<file path="src/rtl/lattice_observer.sv">
// lattice_observer: scans an N x N periodic Ising lattice row by row and reports magnetization and energy.
// Revision 1.0
`default_nettype none

module lattice_observer #(
   parameter int N     = 8,
   parameter int MAG_W = $clog2(N*N) + 2,
   parameter int ENG_W = $clog2(N*N) + 3
) (
   input  logic                    clk,
   input  logic                    rst_n,
   input  logic                    start,
   output logic                    rd_en,
   output logic [$clog2(N)-1:0]    rd_addr,
   input  logic [N-1:0]            rd_data,
   output logic                    busy,
   output logic                    done,
   output logic signed [MAG_W-1:0] magnetization,
   output logic signed [ENG_W-1:0] energy
);

   localparam int AW     = $clog2(N);
   localparam int CNT_W  = $clog2(N + 1);
   localparam int UP_W   = $clog2(N*N + 1);
   localparam int ANTI_W = $clog2(2*N*N + 1);
   localparam int CALC_W = ANTI_W + 2;

   typedef enum logic [1:0] {IDLE, READ, DRAIN, WRAP} state_t;

   state_t                    state;
   logic                      pend;
   logic [AW-1:0]             pend_addr;
   logic [UP_W-1:0]           up;
   logic [ANTI_W-1:0]         anti;
   logic [N-1:0]              row0;
   logic [N-1:0]              prev;

   logic [CNT_W-1:0]          row_up;
   logic [CNT_W-1:0]          row_h;
   logic [CNT_W-1:0]          row_v;
   logic [CNT_W-1:0]          wrap_v;
   logic signed [CALC_W-1:0]  mag_calc;
   logic signed [CALC_W-1:0]  eng_calc;

   function automatic logic [CNT_W-1:0] popcount(input logic [N-1:0] v);
      logic [CNT_W-1:0] c;
      c = '0;
      for (int i = 0; i < N; i++) begin
         c = c + CNT_W'(v[i]);
      end
      return c;
   endfunction

   assign row_up = popcount(rd_data);
   assign row_h  = popcount(rd_data ^ {rd_data[N-2:0], rd_data[N-1]});
   assign row_v  = popcount(rd_data ^ prev);
   // In WRAP, prev holds row N-1, closing the vertical periodic bond to row 0.
   assign wrap_v = popcount(prev ^ row0);

   assign mag_calc = $signed(CALC_W'(up) << 1) - $signed(CALC_W'(N*N));
   assign eng_calc = $signed((CALC_W'(anti) + CALC_W'(wrap_v)) << 1) - $signed(CALC_W'(2*N*N));

   always_ff @(posedge clk) begin
      if (!rst_n) begin
         state         <= IDLE;
         rd_en         <= 1'b0;
         rd_addr       <= '0;
         busy          <= 1'b0;
         done          <= 1'b0;
         magnetization <= '0;
         energy        <= '0;
         pend          <= 1'b0;
         pend_addr     <= '0;
         up            <= '0;
         anti          <= '0;
         row0          <= '0;
         prev          <= '0;
      end else begin
         done      <= 1'b0;
         pend      <= rd_en;
         pend_addr <= rd_addr;

         if (pend) begin
            up   <= up + UP_W'(row_up);
            anti <= anti + ANTI_W'(row_h) + ((pend_addr != '0) ? ANTI_W'(row_v) : '0);
            if (pend_addr == '0) begin
               row0 <= rd_data;
            end
            prev <= rd_data;
         end

         case (state)
            IDLE: begin
               if (start) begin
                  state   <= READ;
                  rd_en   <= 1'b1;
                  rd_addr <= '0;
                  busy    <= 1'b1;
                  up      <= '0;
                  anti    <= '0;
               end
            end
            READ: begin
               if (rd_addr == AW'(N - 1)) begin
                  state   <= DRAIN;
                  rd_en   <= 1'b0;
                  rd_addr <= '0;
               end else begin
                  rd_addr <= rd_addr + 1'b1;
               end
            end
            DRAIN: begin
               state <= WRAP;
            end
            WRAP: begin
               state         <= IDLE;
               busy          <= 1'b0;
               done          <= 1'b1;
               magnetization <= MAG_W'(mag_calc);
               energy        <= ENG_W'(eng_calc);
            end
            default: begin
               state <= IDLE;
            end
         endcase
      end
   end

endmodule

`default_nettype wire

</file>
<file path="config.mk">
export PLATFORM = sky130hd
export DESIGN_NAME = lattice_observer
export DESIGN_NICKNAME = d
export VERILOG_FILES = /design/src/rtl/lattice_observer.sv
export SDC_FILE = /design/constraint.sdc
export NUM_CORES = 1
export LEC_CHECK = 0
export BUFFER_PORTS_ARGS = -buffer_cell sky130_fd_sc_hd__buf_2
export CAP_MARGIN = 10
export CORE_ASPECT_RATIO = 0.8
export CORE_MARGIN = 10
export CORE_UTILIZATION = 43
export DETAILED_ROUTE_END_ITERATION = 16
export PLACE_DENSITY = 0.62
export SLEW_MARGIN = 10
export SYNTH_ARGS = -nofsm -noshare
export SYNTH_HDL_FRONTEND = slang
export SYNTH_SLANG_ARGS = --single-unit
</file>
<file path="constraint.sdc">
create_clock -name clk -period 7.2 [get_ports clk]
set_clock_uncertainty 0.2 [all_clocks]
set_input_delay 0 -clock clk [delete_from_list [all_inputs] [get_ports clk]]
set_output_delay 0 -clock clk [all_outputs]
set_load 0.05 [all_outputs]
</file>
==> results of run 1 <==
worst register-to-register path, stage by stage, from the launching register on:
cell,delay [ns]
dfxtp_1,0.35
xnor2_1,0.15
fa_1,0.54
inv_1,0.05
fa_1,0.53
inv_1,0.05
fa_1,0.52
inv_1,0.04
ha_1,0.27
nor2b_1,0.14
fa_1,0.49
inv_1,0.05
fa_1,0.46
fa_1,0.55
inv_1,0.04
ha_1,0.22
fa_1,0.42
a21o_1,0.17
a21oi_1,0.21
a2bb2oi_1,0.23
nand4_1,0.11
o211ai_1,0.10
per-stage QoR:
step / instance area [µm²] / total power, mW / cells / hold WS [ns] / worst slack, ns
floorplan: 3780 / 0.845 / 405 / -0.0640 / 1.45
global placement: 3990 / 0.945 / 528 / 0.122 / 1.32
detailed placement: 3990 / 0.964 / 528 / 0.124 / 1.24
CTS: 4280 / 1.28 / 554 / 0.269 / 1.20
global route: 4280 / 1.37 / 554 / 0.289 / 0.849
finish: 4280 / 1.26 / 554 / 0.267 / 1.20
repair_timing:
item | in CTS | in global routing
endpoints found under the hold margin | 30 | 0
endpoints found under the setup margin | 0 | 0
hold buffers | 10 | 0
cell type report:
| cell class | instances | share of cell area, % |
|---|---|---|
| clock buffers | 10 | 2.98 |
| clock inverters | 6 | 1.55 |
| inverters | 33 | 2.89 |
| multi-input cells | 293 | 56.0 |
| flip-flops and latches | 58 | 27.1 |
| well taps | 112 | 3.27 |
| repair buffers | 42 | 6.14 |
power breakdown:
group | internal, mW | switching [mW] | leakage (nW)
sequential | 0.358 | 0.0301 | 0.470
clock | 0.160 | 0.141 | 0.0889
combinational | 0.235 | 0.331 | 1.40
cell families after synthesis:
| logic type | synth area share (%) |
|---|---|
| other | 0.0993 |
| XOR/XNOR | 8.58 |
| flip-flops | 30.7 |
| AND/OR/NAND/NOR | 13.6 |
| multiplexers | 7.45 |
| AO/OA/AOI/OAI | 10.4 |
| buffers and inverters | 5.86 |
| adder cells (fa/ha/maj) | 23.2 |
metal layers:
metal / vias up / GRT usage [%] / wire length (µm)
li1: 1404 / - / -
met1: 1286 / 15.7 / 3750
met2: 45 / 19.9 / 3680
met3: 2 / 3.77 / 344
met4: 0 / 2.99 / 41
met5: - / 0 / 0
worst paths after layout:
check,cells past startpoint,end,start
hold / removal,2,row0[6],row0[6]
setup / recovery,23,anti[6],rd_data[0]
hold reg to reg,2,row0[6],row0[6]
setup reg to reg,21,anti[6],prev[0]
layout by cell type, fill, tap and decap left out, types with 8 or more instances in the layout:
cell and n:
and2_1 8, nor2_1 45, nand2_1 29, a21oi_1 20
xnor2_1 21, clkbuf_8 9, inv_1 32, dfxtp_1 58
fa_1 20, ha_1 38, a211oi_1 8, buf_2 31
o21ai_0 8, dlygate4sd3_1 10, nor2b_1 9, xor2_1 16
mux2i_1 27
sequential cells by signal (all words and copies together), names as in the netlist:
signal	count
anti	8
energy	8
prev	8
row0	8
magnetization	7
up	7
pend_addr	3
rd_addr	3
state	2
busy	1
done	1
pend	1
rd_en	1
==> reports/qor.csv, run 1 <==
stage,metric,value,unit
critical_path,crit_path_top_delay_cell,fa_1,
logic_synthesis,synth_ff_type,dfxtp_1,
clock_network,cts_max_level,3,
grt,grt_pass1_vias,2710,
floorplan,fp.dieW,125,µm
critical_path,max_stage_delay,0.55,ns
floorplan,core.rowCount,30,
place,globalplace.congestion,0.806,
cells_and_area,seqCellArea,0.00116,mm²
grt,antenna_found_initial,0,
clock_network,path_clk_slew,0.07,ns
floorplan,die_area,0.0130,mm²
logic_synthesis,synth_edf_count,0,
floorplan,pin_count,34,
logic_synthesis,netlist_area,0.00378,mm²
critical_path,critPathTopFamily,adder cells,
logic_synthesis,async_reset_ff_share,0,%
grt,grt_pass1_wl,13300,µm
detailed_routing,wl_per_cell,14.1,µm
clock_network,cts_resized,0,
critical_path,cpMostUsedCell,fa_1,
cells_and_area,multi_input_area,0.00240,mm²
logic_synthesis,yosysMostFrequentCell,dfxtp_1,
clock_network,insertion_delay,0.33,ns
sta,tns,0,ns
clock_network,clkSinkCount,58,
sta,min_period,6.00,ns
clock_network,cts_made_buffers,9,
power,irDropWorstVdd,0.000201,V
cells_and_area,utilization,50.2,%
floorplan,core,0.00852,mm²
detailed_routing,drc,0,
power,leakagePower,1.96,nW
clock_network,cts_buffer_depth,2,
critical_path,r2r_setup_slack,1.24,ns
logic_synthesis,synth_area_leaders,"dfxtp_1 31%, ha_1 13%, fa_1 11%, mux2i_1 7.2%, xnor2_1 4.9%",
critical_path,cp_cell_sequence,"dlygate4sd3_1, buf_2, xnor2_1, fa_1, inv_1, fa_1, inv_1, fa_1, inv_1, ha_1, nor2b_1, fa_1, inv_1, fa_1, fa_1, inv_1, ha_1, fa_1, a21o_1, a21oi_1, a2bb2oi_1, nand4_1, o211ai_1",
critical_path,cp.arrival,6.06,ns
logic_synthesis,synthCells,404,
place,numPortBuffers,31,
detailed_routing,totalWireLength,7810,µm
job,cap_violations,0,
sta,slew_violations,0,
detailed_routing,drtIter0Drc,135,
detailed_routing,vias,2737,
sta,period_share,83.4,%
cells_and_area,nets,506,
critical_path,worst_setup_path_end_kind,flip-flop,
logic_synthesis,synth_cell_types,46,
detailed_routing,vias_per_cell,4.94,
cells_and_area,diodes,0,
power,powerDensity,294,mW/mm²
critical_path,worstPathMaxFanout,6,
critical_path,path_buf_inv,7,
clock_network,cts_tree,yes,
logic_synthesis,ys_seq_elements,58,
sta,slew_headroom,35.3,%
grt,grt-ovfl-total,0,
logic_synthesis,yosysTopAreaCellShare,30.7,%
sta,fmax,0.167,GHz
cells_and_area,fill_cells,803,
floorplan,start_util,44.3,%
sta,worstMarginPinSlew,0.971,ns
place,dp_hpwl,5810,µm
sta,hold_viol,0,
critical_path,path_class,input pin to flip-flop,
floorplan,chipHeight,104,µm
grt,grt_max_degree,38,
critical_path,required,7.26,ns
logic_synthesis,synth_common_cells,"58 x dfxtp_1, 45 x nor2_1, 38 x ha_1",
logic_synthesis,ys_seq_area_share,30.7,%
critical_path,worstSetupStartpointType,input pin,
clock_network,postCtsSetupBuffers,0,
outcome,outcome,"complete, no violations",
detailed_routing,dr.pass1.iters,4,
min_path,hold_path.class,flip-flop to flip-flop,
cells_and_area,drive_above_1_share,12.7,%
logic_synthesis,synth_top_cell_by_area,dfxtp_1,
detailed_routing,postRouteAntennaNets,0,
sta,setup_viol_count_final,0,
logic_synthesis,ys_warn_count,0,
clock_network,cts-root-buf,clkbuf_8,
cells_and_area,syn2layout_area_growth,13.3,%
logic_synthesis,syn_area_per_cell,9.35,µm²
sta,grt_setup_unrepaired,false,
grt,track_usage,12.3,%
No activity file was read; power rests on OpenSTA's default activity.
==> run 2, diff against run 1 <==
--- a/config.mk
+++ b/config.mk
@@ -5,13 +5,14 @@
 export SDC_FILE = /design/constraint.sdc
 export NUM_CORES = 1
 export LEC_CHECK = 0
+export ABC_AREA = 1
 export BUFFER_PORTS_ARGS = -buffer_cell sky130_fd_sc_hd__buf_2
 export CAP_MARGIN = 10
 export CORE_ASPECT_RATIO = 0.8
 export CORE_MARGIN = 10
 export CORE_UTILIZATION = 43
 export DETAILED_ROUTE_END_ITERATION = 16
-export PLACE_DENSITY = 0.62
+export PLACE_DENSITY = 0.64
 export SLEW_MARGIN = 10
 export SYNTH_ARGS = -nofsm -noshare
 export SYNTH_HDL_FRONTEND = slang
==> constraint.sdc (replaced) <==
create_clock -name clk -period 5.3 [get_ports clk]
set_clock_uncertainty 0.2 [all_clocks]
set_input_delay 0 -clock clk [delete_from_list [all_inputs] [get_ports clk]]
set_output_delay 0 -clock clk [all_outputs]
set_load 0.05 [all_outputs]
==> reports/qor.csv, run 2 <==
stage,metric,value,unit
sta,worstMarginPinSlew,0.753,ns
detailed_routing,vias_per_cell,4.89,
detailed_routing,totalWireLength,8410,µm
clock_network,path_clk_slew,0.07,ns
grt,antenna_found_initial,0,
logic_synthesis,syn_area_per_cell,8.02,µm²
critical_path,worstSetupStartpointType,flip-flop,
floorplan,die_area,0.0131,mm²
critical_path,worst_setup_path_end_kind,flip-flop,
min_path,hold_path.class,flip-flop to flip-flop,
detailed_routing,wl_met1,4120,µm
cells_and_area,nets,588,
power,p_int,1.13,mW
critical_path,worstPathMaxFanout,3,
clock_network,cts_tree,yes,
power,switchingPower,0.838,mW
cells_and_area,diodes,0,
power,p_clk_share,21.2,%
clock_network,clkSinkCount,58,
detailed_routing,vias,3108,
logic_synthesis,synth_area_leaders,"dfxtp_1 30%, ha_1 12%, fa_1 10%, inv_1 7.2%, nand2_1 5.4%",
logic_synthesis,ys_seq_area_share,30.3,%
power,leakagePower,2.34,nW
cells_and_area,fill_cells,819,
detailed_routing,wl_per_cell,13.2,µm
clock_network,cts_made_buffers,9,
cells_and_area,drive_above_1_share,17.7,%
sta,fmax,0.189,GHz
cells_and_area,mostFrequentLayoutCells,"71 x inv_1, 56 x dfxtp_1, 55 x nand2_1, 45 x nor2_1, 35 x a21oi_1",
clock_network,cts_buffer_depth,2,
power,powerDensity,437,mW/mm²
logic_synthesis,yosysMostFrequentCell,inv_1,
detailed_routing,wl_met3,292,µm
detailed_routing,postRouteAntennaNets,0,
detailed_routing,route.met2.wl,3920,µm
grt,grt_max_degree,43,
cells_and_area,syn2layout_area_growth,17.5,%
place,dp_slack,-0.148,ns
sta,postLayoutSetupSlackWorst,0.00235,ns
place,globalplace.congestion,0.819,
floorplan,chipHeight,104,µm
detailed_routing,drtIter0Drc,124,
logic_synthesis,synth_common_cells,"74 x inv_1, 58 x dfxtp_1, 55 x nand2_1",
detailed_routing,dr.pass1.iters,4,
logic_synthesis,ys_warn_count,0,
floorplan,pin_count,34,
grt,track_usage,12.7,%
logic_synthesis,synth_top_cell_by_area,dfxtp_1,
sta,grt_setup_unrepaired,true,
grt,grt_pass1_wl,14100,µm
clock_network,insertion_delay,0.34,ns
sta,hold_viol,0,
logic_synthesis,synth_edf_count,0,
sta,min_period,5.30,ns
power,irDropWorstVdd,0.000194,V
floorplan,core,0.00860,mm²
logic_synthesis,synth_ff_type,dfxtp_1,
power,p_comb_share,50.7,%
power,p_seq_share,28.1,%
floorplan,start_util,44.6,%
grt,grt_pass1_vias,3008,
floorplan,fp.dieW,126,µm
place,numPortBuffers,31,
cells_and_area,utilization,52.4,%
clock_network,cts_max_level,3,
power,total_power,1.97,mW
job,cap_violations,0,
critical_path,cp.arrival,5.34,ns
sta,period_share,100,%
critical_path,path_class,flip-flop to flip-flop,
sta,setup_viol_count_final,0,
outcome,outcome,"complete, no violations",
detailed_routing,routed.top_layer,met4,
logic_synthesis,synthCells,478,
logic_synthesis,yosysTopAreaCellShare,30.3,%
clock_network,cts-root-buf,clkbuf_8,
detailed_routing,drc,0,
critical_path,required,5.34,ns
logic_synthesis,async_reset_ff_share,0,%
logic_synthesis,ys_seq_elements,58,
cells_and_area,final_common_cell,inv_1,
logic_synthesis,netlist_area,0.00383,mm²
power,p_sw_share,42.6,%
floorplan,core.rowCount,30,
sta,slew_headroom,49.8,%
grt,grt-ovfl-total,0,
place,dp_hpwl,6530,µm
sta,slew_violations,0,
logic_synthesis,synth_cell_types,36,
run 2: changes by cell type in the layout (fill, tap and decap cells not counted), sizes merged, moves of 16 or more:
| cell | before | now |
|---|---|---|
| nand2 | 29 | 57 |
| mux2i | 27 | 0 |
| inv | 34 | 78 |
| nand3 | 3 | 27 |
| a21oi | 21 | 37 |
| o21ai | 9 | 34 |
run 2: metal layers:
layer	global-route usage (%)	vias up
met2	20.1	40
met3	3.82	11
met4	4.27	0
li1	-	1589
met1	15.9	1468
met5	0	-
run 2: path summary, 6_finish.rpt:
kind	startpoint	endpoint	slack, ns	cells past startpoint
setup / recovery	prev[3]	anti[4]	0.002	22
setup reg to reg	prev[3]	anti[4]	0.002	22
hold reg to reg	rd_en	pend	0.24	2
hold / removal	rd_en	pend	0.24	2
run 2: logic make-up (layout without fill, tap and decap cells):
family / after synthesis / in the layout / share of synthesized area (%)
AND/OR/NAND/NOR: 142 / 142 / 16.4
other: 1 / 2 / 0.0978
flip-flops: 58 / 58 / 30.3
AO/OA/AOI/OAI: 85 / 85 / 12.2
XOR/XNOR: 34 / 34 / 7.77
adder cells (fa/ha/maj): 58 / 58 / 22.8
buffers and inverters: 100 / 145 / 10.4
run 2: power groups by stage:
stage	clock, mW	sequential, mW	combinational [mW]
3_3_place_gp	0	0.561	0.868
4_1_cts	0.429	0.554	0.917
5_1_grt	0.444	0.563	1.15
2_1_floorplan	0	0.660	0.592
6_report	0.416	0.553	0.999
3_5_place_dp	0	0.563	0.901
run 2: repair_timing:
action	in CTS	in global routing
resized for setup	2	15
pin swaps	4	10
hold endpoints to repair	43	0
endpoints found under the setup margin	4	7
hold buffers	10	0
setup buffers	0	1
run 2: layout make-up:
class | instances | area, µm² | share of cell area (%)
Clock inverter | 5 | 52.6 | 1.17
Clock buffer | 11 | 151 | 3.36
Timing Repair Buffer | 51 | 330 | 7.33
Tap cell | 112 | 140 | 3.11
Multi-Input combinational cell | 321 | 2370 | 52.7
Inverter | 78 | 293 | 6.50
Sequential cell | 58 | 1160 | 25.8
run 2: per-stage QoR:
step,TNS (ns),hold slack [ns],instance area (µm²),instances
2_1_floorplan,0,-0.0651,3860,479
3_3_place_gp,-0.0424,0.0908,4120,609
3_5_place_dp,-0.361,0.0911,4120,609
4_1_cts,-0.178,0.242,4420,635
5_1_grt,-0.934,0.282,4500,636
6_report,0,0.241,4500,636
run 2: critical path: stages, from the launching register on:
cell,delay (ns)
dfxtp_2,0.33
xnor2_2,0.13
fa_1,0.54
inv_1,0.05
fa_1,0.47
inv_1,0.05
fa_1,0.49
inv_2,0.05
ha_4,0.25
inv_2,0.04
nor2_4,0.10
fa_1,0.41
inv_1,0.07
fa_1,0.42
fa_1,0.50
inv_1,0.04
ha_2,0.19
fa_2,0.37
a31oi_1,0.18
xor2_1,0.15
nand2_1,0.06
nand2_1,0.07
inv_1,0.03
